==> src/rtl/udiv64_pkg.sv <==
// udiv64_pkg: register-protocol constants and types shared by udiv64 and its host.
package udiv64_pkg;

   // Chunk indices written through in_loc[1:0]
   localparam logic [1:0] IDX_DVD_LO = 2'd0;
   localparam logic [1:0] IDX_DVD_HI = 2'd1;
   localparam logic [1:0] IDX_DVS_LO = 2'd2;
   localparam logic [1:0] IDX_DVS_HI = 2'd3;

   // Chunk indices read back through out_loc[1:0]
   localparam logic [1:0] IDX_Q_LO = 2'd0;
   localparam logic [1:0] IDX_Q_HI = 2'd1;
   localparam logic [1:0] IDX_R_LO = 2'd2;
   localparam logic [1:0] IDX_R_HI = 2'd3;

   // ctrl_reg bit positions
   localparam int CTRL_START = 0;
   localparam int CTRL_CLEAR = 1;

   // state_reg bit positions
   localparam int ST_BUSY = 0;
   localparam int ST_DONE = 1;
   localparam int ST_DZ   = 2;

   // in_loc write strobe
   localparam int LOC_WR = 31;

   typedef enum logic [2:0] {
      IDLE,
      LOAD,
      START,
      WAIT,
      COLLECT,
      CLEAR,
      RESP
   } state_t;

   // Operand chunk that belongs to a given in_loc index
   function automatic logic [31:0] in_chunk(input logic [1:0]  idx,
                                            input logic [63:0] dvd,
                                            input logic [63:0] dvs);
      case (idx)
         IDX_DVD_LO: return dvd[31:0];
         IDX_DVD_HI: return dvd[63:32];
         IDX_DVS_LO: return dvs[31:0];
         default:    return dvs[63:32];
      endcase
   endfunction

endpackage

==> src/rtl/udiv64_host.sv <==
// udiv64_host: fixed sequencer that loads operands into udiv64, starts it,
// polls for completion, gathers the four result chunks and clears it.
module udiv64_host
   import udiv64_pkg::*;
#(
   parameter int TIMEOUT_CYCLES = 1024
) (
   input  logic        clk,
   input  logic        reset,
   input  logic        req_valid,
   output logic        req_ready,
   input  logic [63:0] dividend,
   input  logic [63:0] divisor,
   output logic        res_valid,
   input  logic        res_ready,
   output logic [63:0] quotient,
   output logic [63:0] remainder,
   output logic [1:0]  res_err,
   output logic [31:0] in_loc,
   output logic [31:0] in_val,
   output logic [31:0] ctrl_reg,
   input  logic [31:0] out_loc,
   input  logic [31:0] out_val,
   input  logic [31:0] state_reg
);

   localparam int               CNT_W    = $clog2(TIMEOUT_CYCLES + 1);
   localparam logic [CNT_W-1:0] CNT_LAST = CNT_W'(TIMEOUT_CYCLES - 1);

   state_t           state, next_state;
   logic [63:0]      dvd_q, dvs_q;
   logic [63:0]      dvd_n, dvs_n;
   logic [3:0]       mask;
   logic [3:0]       mask_cap;
   logic [CNT_W-1:0] tmo_cnt;
   logic [31:0]      in_loc_d, in_val_d, ctrl_d;
   logic [1:0]       load_idx_d;
   logic             accept, busy, done, timed, timeout, capture;
   logic             unused_bits;

   assign req_ready = (state == IDLE);
   assign res_valid = (state == RESP);
   assign accept    = req_valid && req_ready;
   assign busy      = state_reg[ST_BUSY];
   assign done      = state_reg[ST_DONE];
   assign timed     = state inside {START, WAIT, COLLECT};
   assign timeout   = timed && (tmo_cnt == CNT_LAST);
   assign capture   = (state == COLLECT) && done;
   assign mask_cap  = mask | (4'b0001 << out_loc[1:0]);

   assign unused_bits = ^{out_loc[31:2], state_reg[31:3]};

   // State register; reset aborts any operation and returns to IDLE
   always_ff @(posedge clk or posedge reset) begin
      // NOTE: sequential state uses non-blocking assignments so every flop
      // samples pre-edge values regardless of process evaluation order.
      if (reset) state <= IDLE;
      else       state <= next_state;
   end

   // Next-state selection; the timeout overrides every wait condition
   always_comb begin
      next_state = state;
      case (state)
         IDLE:    if (accept) next_state = LOAD;
         LOAD:    if (in_loc[1:0] == IDX_DVS_HI) next_state = START;
         START:   if (timeout) next_state = CLEAR;
                  else if (busy || done) next_state = WAIT;
         WAIT:    if (timeout) next_state = CLEAR;
                  else if (done) next_state = COLLECT;
         COLLECT: if (timeout) next_state = CLEAR;
                  else if (capture && (mask_cap == 4'hF)) next_state = CLEAR;
         CLEAR:   if (!done) next_state = RESP;
         RESP:    if (res_ready) next_state = IDLE;
         default: next_state = IDLE;
      endcase
   end

   // Divider-side output values for the coming state; registered below so the
   // divider only ever sees flop outputs
   always_comb begin
      // NOTE: every combinational output gets a default first so no path
      // leaves it unassigned and no latch is inferred.
      in_loc_d   = '0;
      in_val_d   = '0;
      ctrl_d     = '0;
      dvd_n      = accept ? dividend : dvd_q;
      dvs_n      = accept ? divisor  : dvs_q;
      // The strobe index currently on in_loc doubles as the LOAD step counter
      load_idx_d = (state == LOAD) ? in_loc[1:0] + 2'd1 : IDX_DVD_LO;
      case (next_state)
         LOAD: begin
            in_loc_d[LOC_WR] = 1'b1;
            in_loc_d[1:0]    = load_idx_d;
            in_val_d         = in_chunk(load_idx_d, dvd_n, dvs_n);
         end
         START:   ctrl_d[CTRL_START] = 1'b1;
         CLEAR:   ctrl_d[CTRL_CLEAR] = 1'b1;
         default: ;
      endcase
   end

   // Operand latch, divider-side output flops, timeout counter and result capture
   always_ff @(posedge clk or posedge reset) begin
      if (reset) begin
         in_loc    <= '0;
         in_val    <= '0;
         ctrl_reg  <= '0;
         dvd_q     <= '0;
         dvs_q     <= '0;
         quotient  <= '0;
         remainder <= '0;
         res_err   <= '0;
         mask      <= '0;
         tmo_cnt   <= '0;
      end else begin
         in_loc   <= in_loc_d;
         in_val   <= in_val_d;
         ctrl_reg <= ctrl_d;

         // Results start at zero so chunks never delivered read back as 0
         if (accept) begin
            dvd_q     <= dividend;
            dvs_q     <= divisor;
            quotient  <= '0;
            remainder <= '0;
            res_err   <= '0;
            mask      <= '0;
         end

         if ((state != START) && (next_state == START)) tmo_cnt <= '0;
         else if (timed)                                 tmo_cnt <= tmo_cnt + CNT_W'(1);

         if ((state == WAIT) && (next_state == COLLECT)) begin
            res_err[0] <= state_reg[ST_DZ];
            mask       <= '0;
         end

         // Repeated indices simply overwrite their slot
         if (capture) begin
            mask <= mask_cap;
            case (out_loc[1:0])
               IDX_Q_LO: quotient[31:0]   <= out_val;
               IDX_Q_HI: quotient[63:32]  <= out_val;
               IDX_R_LO: remainder[31:0]  <= out_val;
               default:  remainder[63:32] <= out_val;
            endcase
         end

         if (timeout) res_err[1] <= 1'b1;
      end
   end

endmodule

==> config.mk <==
export PLATFORM = sky130hd
export DESIGN_NAME = udiv64_host
export DESIGN_NICKNAME = d
export VERILOG_FILES = /design/src/rtl/udiv64_pkg.sv /design/src/rtl/udiv64_host.sv
export SDC_FILE = /design/constraint.sdc
export NUM_CORES = 1
export LEC_CHECK = 0
export ABC_CLOCK_PERIOD_IN_PS = 16000
export CORE_ASPECT_RATIO = 0.9
export CORE_MARGIN = 2
export CORE_UTILIZATION = 45
export CTS_BUF_LIST = sky130_fd_sc_hd__clkbuf_8 sky130_fd_sc_hd__clkbuf_16
export CTS_CLUSTER_DIAMETER = 60
export DETAILED_ROUTE_END_ITERATION = 16
export PLACE_DENSITY = 0.82
export REMOVE_ABC_BUFFERS = 1
export SYNTH_ARGS = -nofsm -noshare
export SYNTH_HDL_FRONTEND = slang
export SYNTH_SLANG_ARGS = --single-unit
==> constraint.sdc <==
create_clock -name clk -period 16 [get_ports clk]
set_input_delay 3.2 -clock clk [delete_from_list [all_inputs] [get_ports clk]]
set_output_delay 3.2 -clock clk [all_outputs]
set_load 0.05 [all_outputs]
== Word-level counts from Yosys, hierarchy flattened ==
Index checks and enable logic that the tools add are counted.

* Register bits: 313
* Input bits: 228
* Output and inout bits: 228
* Logic and storage cells: 86

* Add/subtract/negate cells: 2
* Eq/ne operators: 18
* Shift operators: 1
* Mux-type cells: 36
* Bitwise operators: 1
* Reductions and logical operators: 16

{| class="wikitable"
|+ Operators with widths
! cell !! number
|-
| 64-bit 2-to-1 mux || 6
|-
| 32-bit 2-to-1 mux || 5
|-
| 32-bit one-hot mux with 3 select lines || 1
|-
| 3-bit 2-to-1 mux || 10
|-
| 11-bit 2-to-1 mux || 2
|-
| 3-bit one-hot mux with 7 select lines || 1
|-
| 3-bit == test, second input constant || 5
|-
| 4-bit 2-to-1 mux || 3
|-
| 11-bit by 1-bit adder with 11-bit output, second input constant || 1
|-
| 11-bit by 10-bit == test with 1-bit output, second input constant || 1
|-
| 3-bit by 2-bit == test with 1-bit output, second input constant || 3
|-
| 2-bit == test, second input constant || 3
|-
| 3-bit by 1-bit == test with 1-bit output, second input constant || 2
|-
| 1-bit logical AND || 6
|-
| 2-bit 2-to-1 mux || 3
|-
| 2-bit nonzero test || 3
|-
| 3-bit nonzero test || 2
|-
| 1-bit 2-to-1 mux || 5
|-
| 2-bit by 1-bit == test with 1-bit output, second input constant || 2
|-
| 4-bit == test, second input constant || 1
|-
| 2-bit zero test || 2
|-
| 4-bit bitwise OR || 1
|-
| 1-bit by 2-bit << shifter with 4-bit output, first input constant || 1
|-
| 3-bit zero test || 1
|-
| 4 further kinds || 4
|}

== Logic depth before layout (Yosys ltp) ==
Gate-level depths: netlist of run 1.

* Word-level depth: 11
* Mapped depth: 8
* Depth with buffers taken out: 7

== Worst setup path before layout of run 1 ==
OpenSTA, ideal clock, no wires.

* Path type: register -> output
* Start: reg state[1]
* End: out req_ready
* Arrival: 1.760 ns
* Required time: 12.800 ns
* Slack: 11.040 ns
* Cell stages (with the launch flop): 5
* Path buffers: 2
* Cell sequence: dfrtp_1 clkbuf_2 or2_2 clkbuf_1 nor2_1

* Longest elaborated chain between the ends: 1

{| class="wikitable"
|+ Ends and longest elaborated chain
! element !! RTL line !! RTL
|-
| start: declaration || udiv64_host.sv:30 || <nowiki>state_t state, next_state;</nowiki>
|-
| start signal: assignment || udiv64_host.sv:58 || <nowiki>else state <= next_state;</nowiki>
|-
| 3-bit zero test || udiv64_host.sv:41 || <nowiki>assign req_ready = (state == IDLE);</nowiki>
|-
| end: declaration || udiv64_host.sv:11 || <nowiki>output logic req_ready,</nowiki>
|}

No other way between the ends.

== Worst setup path in the final report of run 1 ==
* Start: reg state[2]
* End: out req_ready

Same word-level chain as after synthesis.

==> metrics.md, run 1 <==
| Metric | Value |
|---|---|
| Top cells by area in the synthesized netlist | dfrtp_1 59%, nand2_1 17%, o21ai_0 4.9%, buf_4 3.3%, mux2_2 2.2% |
| Final instance area | roughly 18,000 µm² |
| Worst hold slack | around 0.47 ns |
| Worst path max stage delay | ~0.87 ns |
| Critical Path End Type | output pin |
| Total Wirelength | 37,100 µm |
| Cells after DPL | around 2,100 |
| Layout Cells excl Fill | 2,183 |
| Synth top cells by count | 595 x nand2_1, 313 x dfrtp_1, 131 x o21ai_0, 72 x nor2_1, 59 x buf_4 |
| IO buf count | 337 |
| Post-synth top area cell | dfrtp_1 |
| Worst Path Buf+Inv | 1 |
| Clk root buf | clkbuf_16 |
| H-tree depth | 2 |
| Initial DRC count | approximately 960 |
| Core area | roughly 29,000 µm² |
| Setup_tns | 0 ns |
| Yosys reg bits | around 310 |
| GRT Total Usage | between 20% and 30% |
| Initial Util | a little under half |
| Synth async-reset ratio | 100% |
| DR DRC count | 0 |
| Layout cells sized above 1 | around 6.8% |
| RSZ-0062 raised after global routing | no |
| Worst-Margin Slew | roughly 1.1 ns |
| First-pass GRT wire length | 58,700 µm |
| Count leader, synth | nand2_1 |
| Sequential Power Share | about a third |
| P_sw | 1400 µW |
| Die area | ~31,000 µm² |
| Num rows | ~60 |
| Die height | 168 µm |
| Max-slew violation count | 0 |
| Clock skew | 0.0180 ns |
| Die width | between 150 and 200 µm |
| Mapped Cells | approximately 1,500 |
| Pwr Total | about 3400 µW |
| Relative slew slack | between 20% and 30% |
| Fraction of the yosys area taken by sequential cells | just under 60% |
| Status | finished, final reports clean |
| Switching Share | between 40% and 50% |
| Area after DPL | between 15,000 and 20,000 µm² |
| Peak Freq | between 150 and 200 MHz |
| Crit-path cells | or2_2 -> nor2_1 -> clkdlybuf4s50_1 |
| Average wire per standard cell | about 17 µm |
| Cts repair resizes | 0 |
| Leak Pwr | slightly above 0.008 µW |
| NumNets Final | 1,987 |
| DR pass1 iterations | 6 |
| Worst hold-check path type | flip-flop to flip-flop |
| Vias in the first global route | around 11,000 |
| EDFF count, synth | 0 |
| Vias | between 10,000 and 15,000 |
| DP Wirelength | around 24,000 µm |
| Crit Path Class | flip-flop to output pin |
| Boundary Pins | roughly 460 |
| Hold buffer count at CTS | 0 |
| Final period utilization | a little under two fifths |
| CTS tree | done |
| Crit path max fanout | 21 |
| Routed Antenna Nets | 0 |
| Max-cap viol count | 0 |
| Clk network pwr share | between 20% and 30% |
| CP Launch Type | flip-flop |
| Grt ovf | 0 |
| Crit path time final | a little under 6 ns |
| Antenna violations before repair | 2 |
| Worst-path clk slew | roughly 0.060 ns |
| Count of distinct cell types in the synthesized netlist | between 50 and 60 |
| CTS Buf Count | 36 |
| Crit-path leading delay family | buffers and inverters |
| Crit path DAT | about 2.7 ns |
| Netlist Area Pre-Place | roughly 13,000 µm² |
| Largest net degree at the start of global routing | 119 |
| Setup violators final | 0 |
| Yosys top cell area share | between 50% and 60% |
| Avg Cell Area, Syn | slightly above 9 µm² |
| Internal | between 2000 and 2500 µW |
| Max IR drop VDD | between 0.15 and 0.2 mV |
| Area growth syn-to-layout | 34.6% |
| Routed vias/inst | a little over 5 |
| Ys flop type | dfrtp_1 |
| WP data required | between 10 and 15 ns |
| PD cells | 190 nW/µm² |
| Final Hold Vio Count | 0 |
| Clock buffer depth | 3 |
| Combinational Power Share | about two fifths |
| CTS sink cnt | roughly 310 |
| Clock latency on the worst-skew pair | 0.51 ns |
| Worst path slowest cell | clkdlybuf4s50_1 |
| Placer Congestion | 0.828 |
| Postcts setup bufs | 0 |
| Ys Warns | 0 |
final cells by class:
cell class / count / area [µm²]
sequential: 313 / 7830
clock buffer: 42 / 995
inverter: 6 / 30.0
fill: 2334 / 11100
multi-input combinational: 1048 / 4940
antenna: 2 / 5.00
timing repair buffer: 352 / 3490
tap: 396 / 495
clock inverter: 24 / 216
metal layers:
metal	part of all wire [%]	track usage (%)	up-vias
met5	0	0	-
met4	4.1	10.3	0
met3	7.0	4.57	95
met2	47	38.6	443
met1	41	30.8	5338
li1	-	-	5260
cells in the final DEF, fill, tap and decap left out, drive strengths merged, types with 16 or more instances in the layout:
cell / netlist / layout
clkdlybuf4s50: 0 / 337
o22ai: 19 / 19
nand2: 595 / 595
dfrtp: 313 / 313
mux2: 26 / 26
o221ai: 16 / 16
a21oi: 23 / 23
o21ai: 137 / 137
nor2: 72 / 72
clkbuf: 58 / 42
conb: 1 / 59
worst register-to-register path, delay by kind of cell (launching register included):
| kind | cells | cell delay, ns |
|---|---|---|
| and+or+nand+nor | 2 | 0.44 |
| AOI/OAI and AO/OA | 1 | 0.33 |
| DFF | 1 | 0.56 |
| muxes | 2 | 0.71 |
| buffers and inverters | 2 | 1.00 |
logic make-up (layout without fill, tap and decap cells):
family                   count (synthesis)  in the layout  synth area share, %
XOR/XNOR                                 7              7                0.459
flip-flops                             313            313                 58.6
buffers and inverters                  158            424                 6.43
other                                    1             61               0.0280
multiplexers                            28             28                 2.34
AO/OA/AOI/OAI                          237            237                 10.9
adder cells (fa/ha/maj)                  2              2                0.187
AND/OR/NAND/NOR                        715            715                 21.1
power by group through the flow:
| stage | clock [µW] | combinational (µW) | sequential, µW |
|---|---|---|---|
| after floorplan | 0 | 650 | 1480 |
| after global placement | 0 | 1390 | 1170 |
| after CTS | 846 | 1430 | 1160 |
| after global routing | 877 | 1540 | 1190 |
| final | 830 | 1430 | 1160 |
| after detailed placement | 0 | 1420 | 1180 |
metrics by stage:
step / utilization (%) / setup WS [ns]
after floorplan: - / 4.14
after global placement: 57.7 / 9.79
after detailed placement: 57.7 / 9.71
after CTS: 61.9 / 10.06
after global routing: 61.9 / 9.97
final: 61.9 / 10.09
path summary, 6_finish.rpt:
kind	slack, ns	from	depth (start not counted)	endpoint
max	10.09	state[2]	3	req_ready
min	0.47	dvd_q[29]	2	dvd_q[29]
max reg2reg	12.86	state[0]	7	in_val[3]
min reg2reg	0.47	dvd_q[29]	2	dvd_q[29]
max in group asynchronous	10.42	reset	4	dvd_q[4]
min in group asynchronous	3.25	reset	2	quotient[55]
(Power assumes the default switching activity.)
==> inputs of run 2 (changes only) <==
- ABC_CLOCK_PERIOD_IN_PS: 16000 -> 6100
- clock period: 16 -> 6.1 ns (I/O delays scaled with it)
==> metrics.md, run 2 (synthesized netlist as in run 1, its figures left out) <==
| Metric | Value |
|---|---|
| Antenna violations before repair | 1 |
| Die area | slightly above 30,000 µm² |
| DP Wirelength | between 20,000 and 25,000 µm |
| Peak Freq | between 200 and 300 MHz |
| Hold buffer count at CTS | 0 |
| Detail Route met3 WL | around 2700 µm |
| Layout Cells excl Fill | 2,179 |
| GRT Total Usage | ~24% |
| Most frequent cells in the layout | 595 x nand2_1, 337 x clkdlybuf4s50_1, 313 x dfrtp_1 |
| Area growth syn-to-layout | 34.6% |
| NumNets Final | between 1,500 and 2,000 |
| Vias | 11,300 |
| Hold Path Cell Cnt | 2 |
| Crit Path Class | flip-flop to output pin |
| R2R depth | 6 |
| Setup_tns | 0 ns |
| Max-slew violation count | 0 |
| Final instance area | between 15,000 and 20,000 µm² |
| IO buf count | around 340 |
| Largest net degree at the start of global routing | 139 |
| Die height | ~170 µm |
| Crit path time final | 3.94 ns |
| CTS tree | done |
| Max IR drop VDD | 0.399 mV |
| Core area | approximately 29,000 µm² |
| Cts repair resizes | 0 |
| Clock buffer depth | 3 |
| Status | finished, final reports clean |
| Cells after DPL | between 2,000 and 2,500 |
| Critical Path End Type | output pin |
| DR WL met2 | around 18,000 µm |
| Num rows | 59 |
| CP Launch Type | flip-flop |
| Hold_sp | dvd_q[21] |
| Relative slew slack | 29.6% |
| Setup violators final | 0 |
| DR pass1 iterations | 5 |
| Worst Hold End | dvd_q[21] |
| Area after DPL | approximately 17,000 µm² |
| Max-cap viol count | 0 |
| Clock skew | ~0.015 ns |
| Average wire per standard cell | 17.3 µm |
| Fillers | around 2,400 |
| Leak Pwr | slightly above 0.008 µW |
| Worst hold-check path type | flip-flop to flip-flop |
| Total Wirelength | between 30,000 and 40,000 µm |
| CTS sink cnt | about 310 |
| Worst hold slack | between 0.4 and 0.5 ns |
| Final Hold Vio Count | 0 |
| Layout cells sized above 1 | about 6.6% |
| Routed vias/inst | roughly 5.2 |
| Switching Share | about 40% |
| Metal-1 WL | 15,300 µm |
| Internal | 5320 µW |
| CTS Buf Count | 36 |
| Placer Congestion | 0.821 |
| PD cells | roughly 500 nW/µm² |
| Clock latency on the worst-skew pair | roughly 0.5 ns |
| Routed Antenna Nets | 0 |
| Worst-path clk slew | 0.06 ns |
| Pwr Total | 9000 µW |
| Boundary Pins | around 460 |
| Crit path DAT | ~2.7 ns |
| Initial DRC count | ~1,000 |
| Most common cell after layout, fill and taps aside | nand2_1 |
| Multi-input logic area | just under 5000 µm² |
| Reg-to-reg endpoint | in_val[1] |
| Vias in the first global route | around 11,000 |
| Worst r2r src | in_loc[0] |
| Initial Util | 46.0% |
| Postcts setup bufs | 0 |
| Combinational Power Share | a little over two fifths |
| H-tree depth | 2 |
| Clk root buf | clkbuf_16 |
| R2R Setup Slk | about 2.9 ns |
| Clk network pwr share | about a quarter |
| Grt ovf | 0 |
| Final period utilization | between 60 and 70% |
| First-pass GRT wire length | 59,300 µm |
| P_sw | around 3700 µW |
| DR DRC count | 0 |
| RSZ-0062 raised after global routing | no |
| Worst-Margin Slew | roughly 1.1 ns |
| Top Layer Used | met4 |
| Crit path max fanout | 21 |
| WP data required | 4.88 ns |
| Seq. cell area | 7830 µm² |
| Die width | approximately 190 µm |
| Sequential Power Share | about 34% |
[run 2: through the flow]
step                      worst slack [ns]  util, %
after detailed placement              1.99     57.8
final                                 2.16     61.9
after floorplan                      -3.78        -
after CTS                             2.12     61.9
after global routing                  2.05     61.9
after global placement                2.04     57.8
[run 2: power groups by stage]
stage / Clock, µW / Combinational (µW) / Sequential, µW
global placement: 0 / 3640 / 3060
detailed placement: 0 / 3740 / 3090
finish: 2190 / 3750 / 3060
CTS: 2230 / 3760 / 3060
floorplan: 0 / 1710 / 3880
global route: 2320 / 4060 / 3130
[run 2: critical path, stage by stage, from the launching register on]
cell	delay (ns)
dfrtp_1	0.57
or2_2	0.61
nor2_1	0.19
clkdlybuf4s50_1	0.84
[run 2: worst max-delay path by stage]
stage,start,end,slack [ns],depth (start not counted)
2_1_floorplan,reset,ctrl_reg[0],-3.78,1
3_3_place_gp,req_valid,in_val[3],2.04,7
3_5_place_dp,req_valid,in_val[3],1.99,7
4_1_cts,state[2],req_ready,2.12,3
5_1_grt,state[2],req_ready,2.05,3
6_report,state[2],req_ready,2.16,3
[run 2: metal layers]
metal / global-route usage (%) / vias to the layer above
met5: 0 / -
met4: 9.00 / 0
met3: 4.50 / 92
met2: 39.4 / 452
met1: 31.8 / 5490
li1: - / 5254
[run 2: layout make-up]
class                   instances  area share, %
multi-input cells            1048           27.4
diodes                          1         0.0139
well taps                     396           2.75
clock buffers                  41           5.45
flip-flops and latches        313           43.5
inverters                       6          0.167
repair buffers                354           19.4
clock inverters                20           1.22
==> inputs of run 3 (changes only) <==
- ABC_CLOCK_PERIOD_IN_PS: 6100 -> 3800
- clock period: 6.1 -> 3.8 ns (I/O delays scaled with it)
==> metrics.md, run 3 (synthesized netlist as in run 1, its figures left out) <==
| Metric | Value |
|---|---|
| Die width | ~190 µm |
| Max-slew violation count | 0 |
| Pwr Total | roughly 14,000 µW |
| Internal | 8570 µW |
| CTS tree | done |
| Vias | about 11,000 |
| Worst r2r src | state[0] |
| DR pass1 iterations | 5 |
| Worst path max stage delay | roughly 0.86 ns |
| DP Wirelength | 24,700 µm |
| Most common cell after layout, fill and taps aside | nand2_1 |
| Area growth syn-to-layout | 35.8% |
| Postcts setup bufs | 0 |
| Post-placement setup slack | 0.572 ns |
| Routed vias/inst | around 5.2 |
| Vias in the first global route | 11,400 |
| Combinational Power Share | a little over two fifths |
| Crit path time final | about 3.5 ns |
| CP Launch Type | flip-flop |
| Max IR drop VDD | roughly 0.46 mV |
| Worst Setup SP | state[2] |
| DR DRC count | 0 |
| Average wire per standard cell | about 17 µm |
| Layout cells sized above 1 | about 7% |
| RSZ-0062 raised after global routing | no |
| Relative slew slack | between 40 and 50% |
| Antenna violations before repair | 2 |
| CTS sink cnt | ~310 |
| IO buf count | 337 |
| Num rows | about 60 |
| Clk root buf | clkbuf_16 |
| Worst-Margin Slew | 0.759 ns |
| Critical Path End Type | output pin |
| Status | finished, final reports clean |
| Worst-path clk slew | about 0.060 ns |
| Hold buffer count at CTS | 0 |
| Peak Freq | between 200 and 300 MHz |
| Worst hold-check path type | flip-flop to flip-flop |
| Crit path max fanout | 21 |
| Most frequent cells in the layout | 595 x nand2_1, 337 x clkdlybuf4s50_1, 313 x dfrtp_1 |
| Routed Antenna Nets | 0 |
| Clock buffer depth | 3 |
| CTS Buf Count | 36 |
| Total Wirelength | between 30,000 and 40,000 µm |
| First-pass GRT wire length | 59,800 µm |
| Cells after DPL | between 2,000 and 2,500 |
| Setup_tns | 0 ns |
| Crit Path Class | flip-flop to output pin |
| Switching Share | 40.8% |
| Crit path DAT | about 2.7 ns |
| Sequential Power Share | between 30% and 40% |
| GRT Total Usage | between 20 and 25% |
| Max-cap viol count | 0 |
| Worst path slowest cell | clkdlybuf4s50_1 |
| Final worst slack | 0.317 ns |
| Clock skew | between 0.01 and 0.015 ns |
| PD cells | approximately 800 nW/µm² |
| Core area | ~29,000 µm² |
| Setup violators final | 0 |
| Hold_sp | dvd_q[21] |
| Clk network pwr share | between 20% and 30% |
| Placer Congestion | 0.825 |
| Final Hold Vio Count | 0 |
| Layout Cells excl Fill | roughly 2,200 |
| Leak Pwr | 0.00828 µW |
| NumNets Final | approximately 2,000 |
| Cts repair resizes | 0 |
| Die height | ~170 µm |
| Initial DRC count | around 860 |
| Largest net degree at the start of global routing | ~90 |
| Crit-path cells | or2_2 -> nor2_1 -> clkdlybuf4s50_1 |
| WP data required | 3.04 ns |
| Final period utilization | 91.7% |
| P_sw | about 5900 µW |
| Grt ovf | 0 |
| Clock latency on the worst-skew pair | 0.51 ns |
| Initial Util | approximately 46% |
| H-tree depth | 2 |
| Boundary Pins | between 400 and 500 |
| Die area | between 30,000 and 40,000 µm² |
[run 3: cell count changes in the layout (fill, tap and decap cells not counted)]
| cell | delta |
|---|---|
| inv_1 | +3 |
| clkinvlp_4 | +2 |
| diode_2 | +1 |
| clkbuf_16 | -1 |
| buf_4 | -1 |
| bufinv_16 | -1 |
| buf_12 | +8 |
| clkinv_8 | +1 |
| clkinv_2 | -3 |
| clkbuf_8 | +3 |
| inv_6 | -1 |
[run 3: power groups by stage]
| stage | Clock (µW) | Combinational [µW] | Sequential (µW) |
|---|---|---|---|
| final | 3460 | 6100 | 4910 |
| after global routing | 3680 | 6590 | 5020 |
| after CTS | 3530 | 6120 | 4920 |
| after detailed placement | 0 | 6070 | 4960 |
| after global placement | 0 | 5930 | 4910 |
| after floorplan | 0 | 2740 | 6230 |
[run 3: area by class of cell]
type	instances	area, µm²
fill	2379	10900
sequential	313	7830
multi-input combinational	1048	4940
timing repair buffer	361	3650
clock buffer	43	997
tap	396	495
clock inverter	21	208
inverter	6	30.0
antenna	2	5.00
[run 3: metrics by stage]
stage,cell area [µm²],util (%),hold slack (ns)
floorplan,12800,-,0.436
finish,18200,62.4,0.472
detailed placement,17000,58.3,0.458
CTS,18200,62.4,0.474
global route,18200,62.4,0.487
global placement,17000,58.3,0.452
[run 3: path summary, 6_finish.rpt]
kind                                       to  slack (ns)  cells past startpoint
worst max-delay path                req_ready        0.32                      3
worst min-delay path                dvd_q[21]        0.47                      2
worst max register to register      in_val[3]        1.29                      6
worst min register to register      dvd_q[21]        0.47                      2
max in group asynchronous            dvs_q[9]        2.14                      3
min in group asynchronous       remainder[37]        0.69                      2
[run 3: metal layers]
metal	part of all wire, %	track usage [%]
met1	41	31.6
met4	3.6	8.94
met5	0	0
met3	7.1	4.61
met2	48	39.9
[run 3: worst max-delay path, delay by kind of cell (launching register included)]
| family | cells | cell delay, ns |
|---|---|---|
| DFF | 1 | 0.57 |
| buffers and inverters | 1 | 0.86 |
| and+or+nand+nor | 2 | 0.78 |
